--- config.mk ---
export PLATFORM = sky130hd
export DESIGN_NAME = pkt_steer_axis
export DESIGN_NICKNAME = d
export VERILOG_FILES = /design/src/rtl/pkt_steer_pkg.sv /design/src/rtl/pkt_steer_axis_slot.sv /design/src/rtl/pkt_steer_axis.sv
export SDC_FILE = /design/constraint.sdc
export NUM_CORES = 2
export LEC_CHECK = 0
export ABC_AREA = 1
export ABC_CLOCK_PERIOD_IN_PS = 24900
export BUFFER_PORTS_ARGS = -buffer_cell sky130_fd_sc_hd__buf_2
export CORE_AREA = 2 2 445 558
export CTS_CLUSTER_SIZE = 20
export DETAILED_ROUTE_END_ITERATION = 8
export DIE_AREA = 0 0 447 560
export SETUP_SLACK_MARGIN = 0.05
export SLEW_MARGIN = 0
export SYNTH_ARGS = -nofsm -noshare
export SYNTH_HDL_FRONTEND = slang
export SYNTH_SLANG_ARGS = --single-unit
--- constraint.sdc ---
create_clock -name clk -period 24.9 [get_ports clk]
set_input_delay 4.98 -clock clk [delete_from_list [all_inputs] [get_ports clk]]
set_output_delay 4.98 -clock clk [all_outputs]
set_load 0.02 [all_outputs]
--- src/rtl/pkt_steer_pkg.sv ---
// Shared constants, state/class encodings and the header classifier for pkt_steer_axis.
package pkt_steer_pkg;

    localparam logic [15:0] ETH_TYPE_IPV4 = 16'h0008;
    localparam logic [7:0]  IPPROT_UDP    = 8'h11;

    typedef enum logic [1:0] {ST_HDR, ST_REPLAY, ST_STREAM, ST_DROP} state_t;
    typedef enum logic [1:0] {CLS_DATA, CLS_CTRL, CLS_DROP} cls_t;

    // Field values are compared in wire byte order, exactly as they sit in tdata.
    function automatic cls_t classify(input logic [15:0] eth_type, input logic [7:0] prot,
                                      input logic [15:0] dport, input logic [15:0] ctrl_port);
        if (eth_type != ETH_TYPE_IPV4 || prot != IPPROT_UDP)
            return CLS_DROP;
        return (dport == ctrl_port) ? CLS_CTRL : CLS_DATA;
    endfunction

endpackage

--- src/rtl/pkt_steer_axis_slot.sv ---
// axis_out_slot: single-entry AXI-Stream output register; payload held while valid && !ready.
module axis_out_slot
    import pkt_steer_pkg::*;
#(
    parameter int DW = 256,
    parameter int UW = 128
) (
    input  logic            clk,
    input  logic            aresetn,
    input  logic            load,
    input  logic [DW-1:0]   ld_tdata,
    input  logic [DW/8-1:0] ld_tkeep,
    input  logic [UW-1:0]   ld_tuser,
    input  logic            ld_tlast,
    output logic            free,
    output logic [DW-1:0]   tdata,
    output logic [DW/8-1:0] tkeep,
    output logic [UW-1:0]   tuser,
    output logic            tvalid,
    output logic            tlast,
    input  logic            tready
);

    assign free = !tvalid || tready;

    always_ff @(posedge clk or negedge aresetn) begin
        if (!aresetn) begin
            tvalid <= 1'b0;
            tdata  <= '0;
            tkeep  <= '0;
            tuser  <= '0;
            tlast  <= 1'b0;
        end else if (load) begin
            tvalid <= 1'b1;
            tdata  <= ld_tdata;
            tkeep  <= ld_tkeep;
            tuser  <= ld_tuser;
            tlast  <= ld_tlast;
        end else if (tready) begin
            tvalid <= 1'b0;
        end
    end

endmodule

--- src/rtl/pkt_steer_axis.sv ---
// Steers IPv4/UDP packets to the data or control AXIS port; drops everything else and runts.
// Define PKT_STEER_STATS_EN to add the stat_* packet counters.
//
// state   | meaning
// HDR     | accept and buffer header beats, classify on the last one
// REPLAY  | emit buffered header beats to the selected output
// STREAM  | pass remaining beats through the selected output slot
// DROP    | discard beats until tlast
module pkt_steer_axis
    import pkt_steer_pkg::*;
#(
    parameter int          C_S_AXIS_DATA_WIDTH  = 256,
    parameter int          C_S_AXIS_TUSER_WIDTH = 128,
    parameter int          HDR_BEATS            = 2,
    parameter int          ETH_TYPE_OFF         = 128,
    parameter int          IP_PROT_OFF          = 216,
    parameter int          UDP_DPORT_OFF        = 320,
    parameter logic [15:0] CTRL_PORT            = 16'hf2f1,
    parameter int          CNT_WIDTH            = 32
) (
    input  logic                              clk,
    input  logic                              aresetn,
    input  logic [C_S_AXIS_DATA_WIDTH-1:0]    s_axis_tdata,
    input  logic [C_S_AXIS_DATA_WIDTH/8-1:0]  s_axis_tkeep,
    input  logic [C_S_AXIS_TUSER_WIDTH-1:0]   s_axis_tuser,
    input  logic                              s_axis_tvalid,
    input  logic                              s_axis_tlast,
    output logic                              s_axis_tready,
    output logic [C_S_AXIS_DATA_WIDTH-1:0]    m_axis_tdata,
    output logic [C_S_AXIS_DATA_WIDTH/8-1:0]  m_axis_tkeep,
    output logic [C_S_AXIS_TUSER_WIDTH-1:0]   m_axis_tuser,
    output logic                              m_axis_tvalid,
    output logic                              m_axis_tlast,
    input  logic                              m_axis_tready,
    output logic [C_S_AXIS_DATA_WIDTH-1:0]    ctrl_m_axis_tdata,
    output logic [C_S_AXIS_DATA_WIDTH/8-1:0]  ctrl_m_axis_tkeep,
    output logic [C_S_AXIS_TUSER_WIDTH-1:0]   ctrl_m_axis_tuser,
    output logic                              ctrl_m_axis_tvalid,
    output logic                              ctrl_m_axis_tlast,
    input  logic                              ctrl_m_axis_tready
`ifdef PKT_STEER_STATS_EN
    ,
    output logic [CNT_WIDTH-1:0]              stat_data_pkts,
    output logic [CNT_WIDTH-1:0]              stat_ctrl_pkts,
    output logic [CNT_WIDTH-1:0]              stat_drop_pkts
`endif
);

    localparam int DW = C_S_AXIS_DATA_WIDTH;
    localparam int KW = C_S_AXIS_DATA_WIDTH / 8;
    localparam int UW = C_S_AXIS_TUSER_WIDTH;
    localparam int HW = HDR_BEATS * DW;
    localparam int CW = (HDR_BEATS > 1) ? $clog2(HDR_BEATS) : 1;
    localparam logic [CW-1:0] LAST_IDX = CW'(HDR_BEATS - 1);

    state_t                  state, state_nxt;
    cls_t                    cls, cls_now;
    logic [CW-1:0]           hdr_cnt, rep_idx;
    logic [HW-1:0]           hdr_data;
    logic [HDR_BEATS*KW-1:0] hdr_keep;
    logic [HDR_BEATS*UW-1:0] hdr_user;
    logic                    hdr_last;
    logic                    s_hs, last_hdr, data_free, ctrl_free, sel_free;
    logic                    ld, ld_data, ld_ctrl;
    logic [DW-1:0]           out_tdata;
    logic [KW-1:0]           out_tkeep;
    logic [UW-1:0]           out_tuser;
    logic                    out_tlast;

    // The final header beat is classified straight off the bus, before it lands in the buffer.
    function automatic logic [HW-1:0] hdr_view(input logic [HW-1:0] stored, input logic [DW-1:0] beat);
        logic [HW-1:0] h;
        h = stored;
        h[HW-DW +: DW] = beat;
        return h;
    endfunction

    function automatic cls_t classify_hdr(input logic [HW-1:0] h);
        return classify(h[ETH_TYPE_OFF +: 16], h[IP_PROT_OFF +: 8], h[UDP_DPORT_OFF +: 16], CTRL_PORT);
    endfunction

    assign s_hs     = s_axis_tvalid && s_axis_tready;
    assign last_hdr = (hdr_cnt == LAST_IDX);
    assign cls_now  = classify_hdr(hdr_view(hdr_data, s_axis_tdata));
    assign sel_free = (cls == CLS_CTRL) ? ctrl_free : data_free;
    assign ld_data  = ld && (cls == CLS_DATA);
    assign ld_ctrl  = ld && (cls == CLS_CTRL);

    always_ff @(posedge clk or negedge aresetn) begin
        if (!aresetn) begin
            state   <= ST_HDR;
            hdr_cnt <= '0;
            rep_idx <= '0;
            cls     <= CLS_DROP;
        end else begin
            state <= state_nxt;
            if (state == ST_HDR && s_hs) begin
                if (last_hdr) begin
                    hdr_cnt <= '0;
                    rep_idx <= '0;
                    cls     <= cls_now;
                end else if (s_axis_tlast) begin
                    hdr_cnt <= '0;
                end else begin
                    hdr_cnt <= hdr_cnt + CW'(1);
                end
            end else if (state == ST_REPLAY && sel_free) begin
                rep_idx <= rep_idx + CW'(1);
            end
        end
    end

    always_ff @(posedge clk) begin
        if (state == ST_HDR && s_hs) begin
            hdr_data[hdr_cnt*DW +: DW] <= s_axis_tdata;
            hdr_keep[hdr_cnt*KW +: KW] <= s_axis_tkeep;
            hdr_user[hdr_cnt*UW +: UW] <= s_axis_tuser;
            hdr_last                   <= s_axis_tlast;
        end
    end

    always_comb begin
        state_nxt     = state;
        s_axis_tready = 1'b0;
        ld            = 1'b0;
        out_tdata     = s_axis_tdata;
        out_tkeep     = s_axis_tkeep;
        out_tuser     = s_axis_tuser;
        out_tlast     = s_axis_tlast;
        case (state)
            ST_HDR: begin
                s_axis_tready = 1'b1;
                if (s_hs && last_hdr) begin
                    if (cls_now != CLS_DROP) state_nxt = ST_REPLAY;
                    else if (!s_axis_tlast)  state_nxt = ST_DROP;
                end
            end
            ST_REPLAY: begin
                out_tdata = hdr_data[rep_idx*DW +: DW];
                out_tkeep = hdr_keep[rep_idx*KW +: KW];
                out_tuser = hdr_user[rep_idx*UW +: UW];
                out_tlast = (rep_idx == LAST_IDX) && hdr_last;
                if (sel_free) begin
                    ld = 1'b1;
                    if (rep_idx == LAST_IDX) state_nxt = hdr_last ? ST_HDR : ST_STREAM;
                end
            end
            ST_STREAM: begin
                s_axis_tready = sel_free;
                if (s_hs) begin
                    ld = 1'b1;
                    if (s_axis_tlast) state_nxt = ST_HDR;
                end
            end
            ST_DROP: begin
                s_axis_tready = 1'b1;
                if (s_hs && s_axis_tlast) state_nxt = ST_HDR;
            end
            default: state_nxt = ST_HDR;
        endcase
    end

    axis_out_slot #(.DW(DW), .UW(UW)) u_data_slot (
        .clk      (clk),
        .aresetn  (aresetn),
        .load     (ld_data),
        .ld_tdata (out_tdata),
        .ld_tkeep (out_tkeep),
        .ld_tuser (out_tuser),
        .ld_tlast (out_tlast),
        .free     (data_free),
        .tdata    (m_axis_tdata),
        .tkeep    (m_axis_tkeep),
        .tuser    (m_axis_tuser),
        .tvalid   (m_axis_tvalid),
        .tlast    (m_axis_tlast),
        .tready   (m_axis_tready)
    );

    axis_out_slot #(.DW(DW), .UW(UW)) u_ctrl_slot (
        .clk      (clk),
        .aresetn  (aresetn),
        .load     (ld_ctrl),
        .ld_tdata (out_tdata),
        .ld_tkeep (out_tkeep),
        .ld_tuser (out_tuser),
        .ld_tlast (out_tlast),
        .free     (ctrl_free),
        .tdata    (ctrl_m_axis_tdata),
        .tkeep    (ctrl_m_axis_tkeep),
        .tuser    (ctrl_m_axis_tuser),
        .tvalid   (ctrl_m_axis_tvalid),
        .tlast    (ctrl_m_axis_tlast),
        .tready   (ctrl_m_axis_tready)
    );

`ifdef PKT_STEER_STATS_EN
    // Runts count as drops at their tlast; everything else counts once at classification.
    always_ff @(posedge clk or negedge aresetn) begin
        if (!aresetn) begin
            stat_data_pkts <= '0;
            stat_ctrl_pkts <= '0;
            stat_drop_pkts <= '0;
        end else if (state == ST_HDR && s_hs) begin
            if (last_hdr) begin
                case (cls_now)
                    CLS_DATA: stat_data_pkts <= stat_data_pkts + 1'b1;
                    CLS_CTRL: stat_ctrl_pkts <= stat_ctrl_pkts + 1'b1;
                    default:  stat_drop_pkts <= stat_drop_pkts + 1'b1;
                endcase
            end else if (s_axis_tlast) begin
                stat_drop_pkts <= stat_drop_pkts + 1'b1;
            end
        end
    end
`endif

endmodule
==> impl_metrics.ini <==
[status]
status = completed

[grt]
grt_overflow = 0
grt_start_max_net_pins = 222
grt_pass1_wl_um = 389600
grt_pass1_vias = 58381
antenna_found_initial = 124
track_usage = 0.2035

[critical_path]
worstSetupStartpointType = input port
r2r-start = state[1]
worst-path-max-fanout = 3
critPathKind = input port to primary output
cp_data_required_time_ns = 19.92
arrival_ns = 6.32
r2r_cells = 10
end_kind = primary output
crit_start = ctrl_m_axis_tready

[min_path]
worstHoldStart = u_data_slot.tuser[12]
min_path_cells = 2
worstHoldPathType = register to register

[power_and_ir_drop]
comb_power_share = 0.301
p_switching_mw = 3.406
clkPwrFrac = 0.310
seqPwrFrac = 0.389
p_leak_nw = 45.24
switching_share = 0.3819
powerDensity_mw_per_mm2 = 101.2
ir_drop_mv = 0.1680
internal_power_mw = 5.511

[timing]
finalCritPeriodShare = 0.4537
max_freq_ghz = 0.08852
slew_headroom = 0.08406
rsz0062_at_grt = no
finalMaxSlewViolations = 0
setup_viol = 0
whs_ns = 0.4652
setup_tns_ns = 0
fin_ws_ns = 13.60
skew_ns = 0.05696
hold_viol = 0
period_needed_ns = 11.30
max_slew.worst_pin.slew_ns = 1.374

[placement]
io_buffers = 1258
dp_hpwl_um = 171100
place_ws_ns = 13.54
gp_congestion = 0.8636
placed_area_mm2 = 0.08190

[layout]
fin_nets = 9152
fillers = 25072
area_growth_pct = 20.50
design_area_mm2 = 0.08814
drive_above_1_share = 0.1835
regArea_mm2 = 0.04609
multi_input_area_mm2 = 0.02136
utilization = 0.3590

[die]
die_h_um = 560
fp.coreArea_mm2 = 0.2455
die_w_um = 447
ioPinCount = 1259
rows = 204
initial_core_util = 0.2979
dieArea_mm2 = 0.2503

[clock_tree]
cts_root_buf = clkbuf_16
postCtsSetupBuffers = 0
numCtsBuffers = 184
ctsHoldBuffers = 0
cts.repair.resized = 0
insertion_delay_ns = 0.84
cts_tree = done
cts_buffer_depth = 4
cts.htree.levels = 4
cts.sinks = 1675
clk_transition_reported_paths_ns = 0.06

[logic_synthesis]
syn-mean-instance-area_um2 = 9.331
ys_ff_latch = 1675
synth_fp_nets = 8267
ys_warn_count = 0
ys_seq_area_frac = 0.6301
syn_area_mm2 = 0.07315
yosysUniqueCellTypes = 21
synth_cells = 7839

[detailed_routing]
totalWireLength_um = 264400
drt-vias-per-instance = 4.997
drc = 0
first_pass_iters = 6
vias = 61226
wl_per_cell_um = 21.58
drt_iter0_markers = 5898
antenna_left = 0

[flow_run]
maxCapViolCount = 0
-- cell usage after synthesis --
| cell | number | area (µm²) |
|---|---|---|
| a21oi_1 | 11 | 55.05 |
| and2_1 | 1 | 6.260 |
| buf_1 | 22 | 82.58 |
| buf_2 | 127 | 635.6 |
| clkbuf_1 | 498 | 1869 |
| dfrtp_1 | 841 | 21050 |
| dfstp_2 | 1 | 26.28 |
| edfxtp_1 | 833 | 25010 |
| ha_1 | 6 | 75.07 |
| inv_1 | 850 | 3191 |
| inv_2 | 1 | 3.750 |
| nand2_1 | 2106 | 7905 |
| nand3_1 | 10 | 50.05 |
| nand4_1 | 841 | 5261 |
| nor2_1 | 851 | 3194 |
| nor2_2 | 1 | 6.260 |
| nor4_1 | 2 | 12.51 |
| o21ai_0 | 422 | 2112 |
| o21ai_2 | 1 | 8.760 |
| o22ai_1 | 413 | 2584 |
| o31ai_1 | 1 | 7.510 |
-- placed cells by master (no fill, tap or decap) --
cell type / count
nand2_1: 2106
buf_2: 1257
inv_1: 850
nor2_1: 848
nand4_1: 841
dfrtp_1: 839
edfxtp_1: 833
o21ai_0: 422
o22ai_1: 413
clkbuf_16: 190
diode_2: 86
buf_4: 76
clkbuf_1: 51
clkbuf_8: 26
clkinv_2: 19
clkinv_1: 13
bufinv_16: 13
buf_12: 12
a21oi_1: 11
nand3_1: 8
inv_6: 8
clkinvlp_4: 5
nor2_4: 4
ha_1: 4
clkinv_4: 4
inv_8: 3
nor4_1: 2
nand3_4: 2
ha_4: 2
dfrtp_4: 2
and2_1: 1
o21ai_4: 1
o31ai_1: 1
clkinv_8: 1
inv_4: 1
dfstp_2: 1
buf_8: 1
-- critical path, cell delays in order --
cell	delay, ns
buf_2	0.12
nor2_1	0.43
nand2_1	0.18
nand3_1	0.14
a21oi_1	0.18
buf_2	0.27
-- flip-flops by register name (all words and copies together) (netlist names), 2 cells and up --
name               flops
hdr_data             512
hdr_user             256
u_ctrl_slot.tdata    256
u_data_slot.tdata    256
u_ctrl_slot.tuser    128
u_data_slot.tuser    128
hdr_keep              64
u_ctrl_slot.tkeep     32
u_data_slot.tkeep     32
cls                    2
state                  2
-- final timing paths --
| check | endpoint | slack [ns] |
|---|---|---|
| min in group asynchronous | u_ctrl_slot.tdata[124] | 4.21 |
| setup reg to reg | u_data_slot.tdata[199] | 20.11 |
| setup / recovery | s_axis_tready | 13.60 |
| hold reg to reg | u_data_slot.tuser[12] | 0.47 |
| hold / removal | u_data_slot.tuser[12] | 0.47 |
| max in group asynchronous | u_data_slot.tuser[83] | 16.21 |
-- metal layers --
layer  vias to the layer above  share of wire  track usage
met5                         -         0.0022            0
met4                        86          0.051      0.09878
met3                       587          0.098      0.05967
met2                      2608           0.46       0.3186
met1                     29891           0.39       0.2560
li1                      28054              -            -
-- per-stage QoR --
stage	std cells	total power, mW
2_1_floorplan	7839	5.509
3_3_place_gp	11834	6.161
6_report	12253	8.917
3_5_place_dp	11834	6.217
5_1_grt	12198	9.378
4_1_cts	12167	9.008
-- area by class of cell --
class                      instances  area share
antenna                           86    0.002442
clock buffer                     267     0.06018
multi-input combinational       4666      0.2424
timing repair buffer            1346     0.08075
clock inverter                    66    0.008191
tap                             3296     0.04679
sequential                      1675      0.5230
inverter                         851     0.03633
-- kinds of logic (layout without fill, tap and decap cells) --
kind of cell,count (synthesis),after routing,share of synthesized area
simple gates,3812,3812,0.2247
flops,1675,1675,0.6301
buf+inv,1498,2530,0.07905
compound gates,848,848,0.06517
fa+ha+maj,6,6,0.001026
other cells,0,86,0
-- power groups by stage --
stage               registers (mW)  clock network [mW]  logic, mW
global placement              3.51                   0       2.65
floorplan                     3.67                   0       1.84
finish                        3.47                2.77       2.68
CTS                           3.47                2.83       2.71
global route                  3.49                2.93       2.95
detailed placement            3.52                   0       2.69
Power figures use the tool's default switching activity.
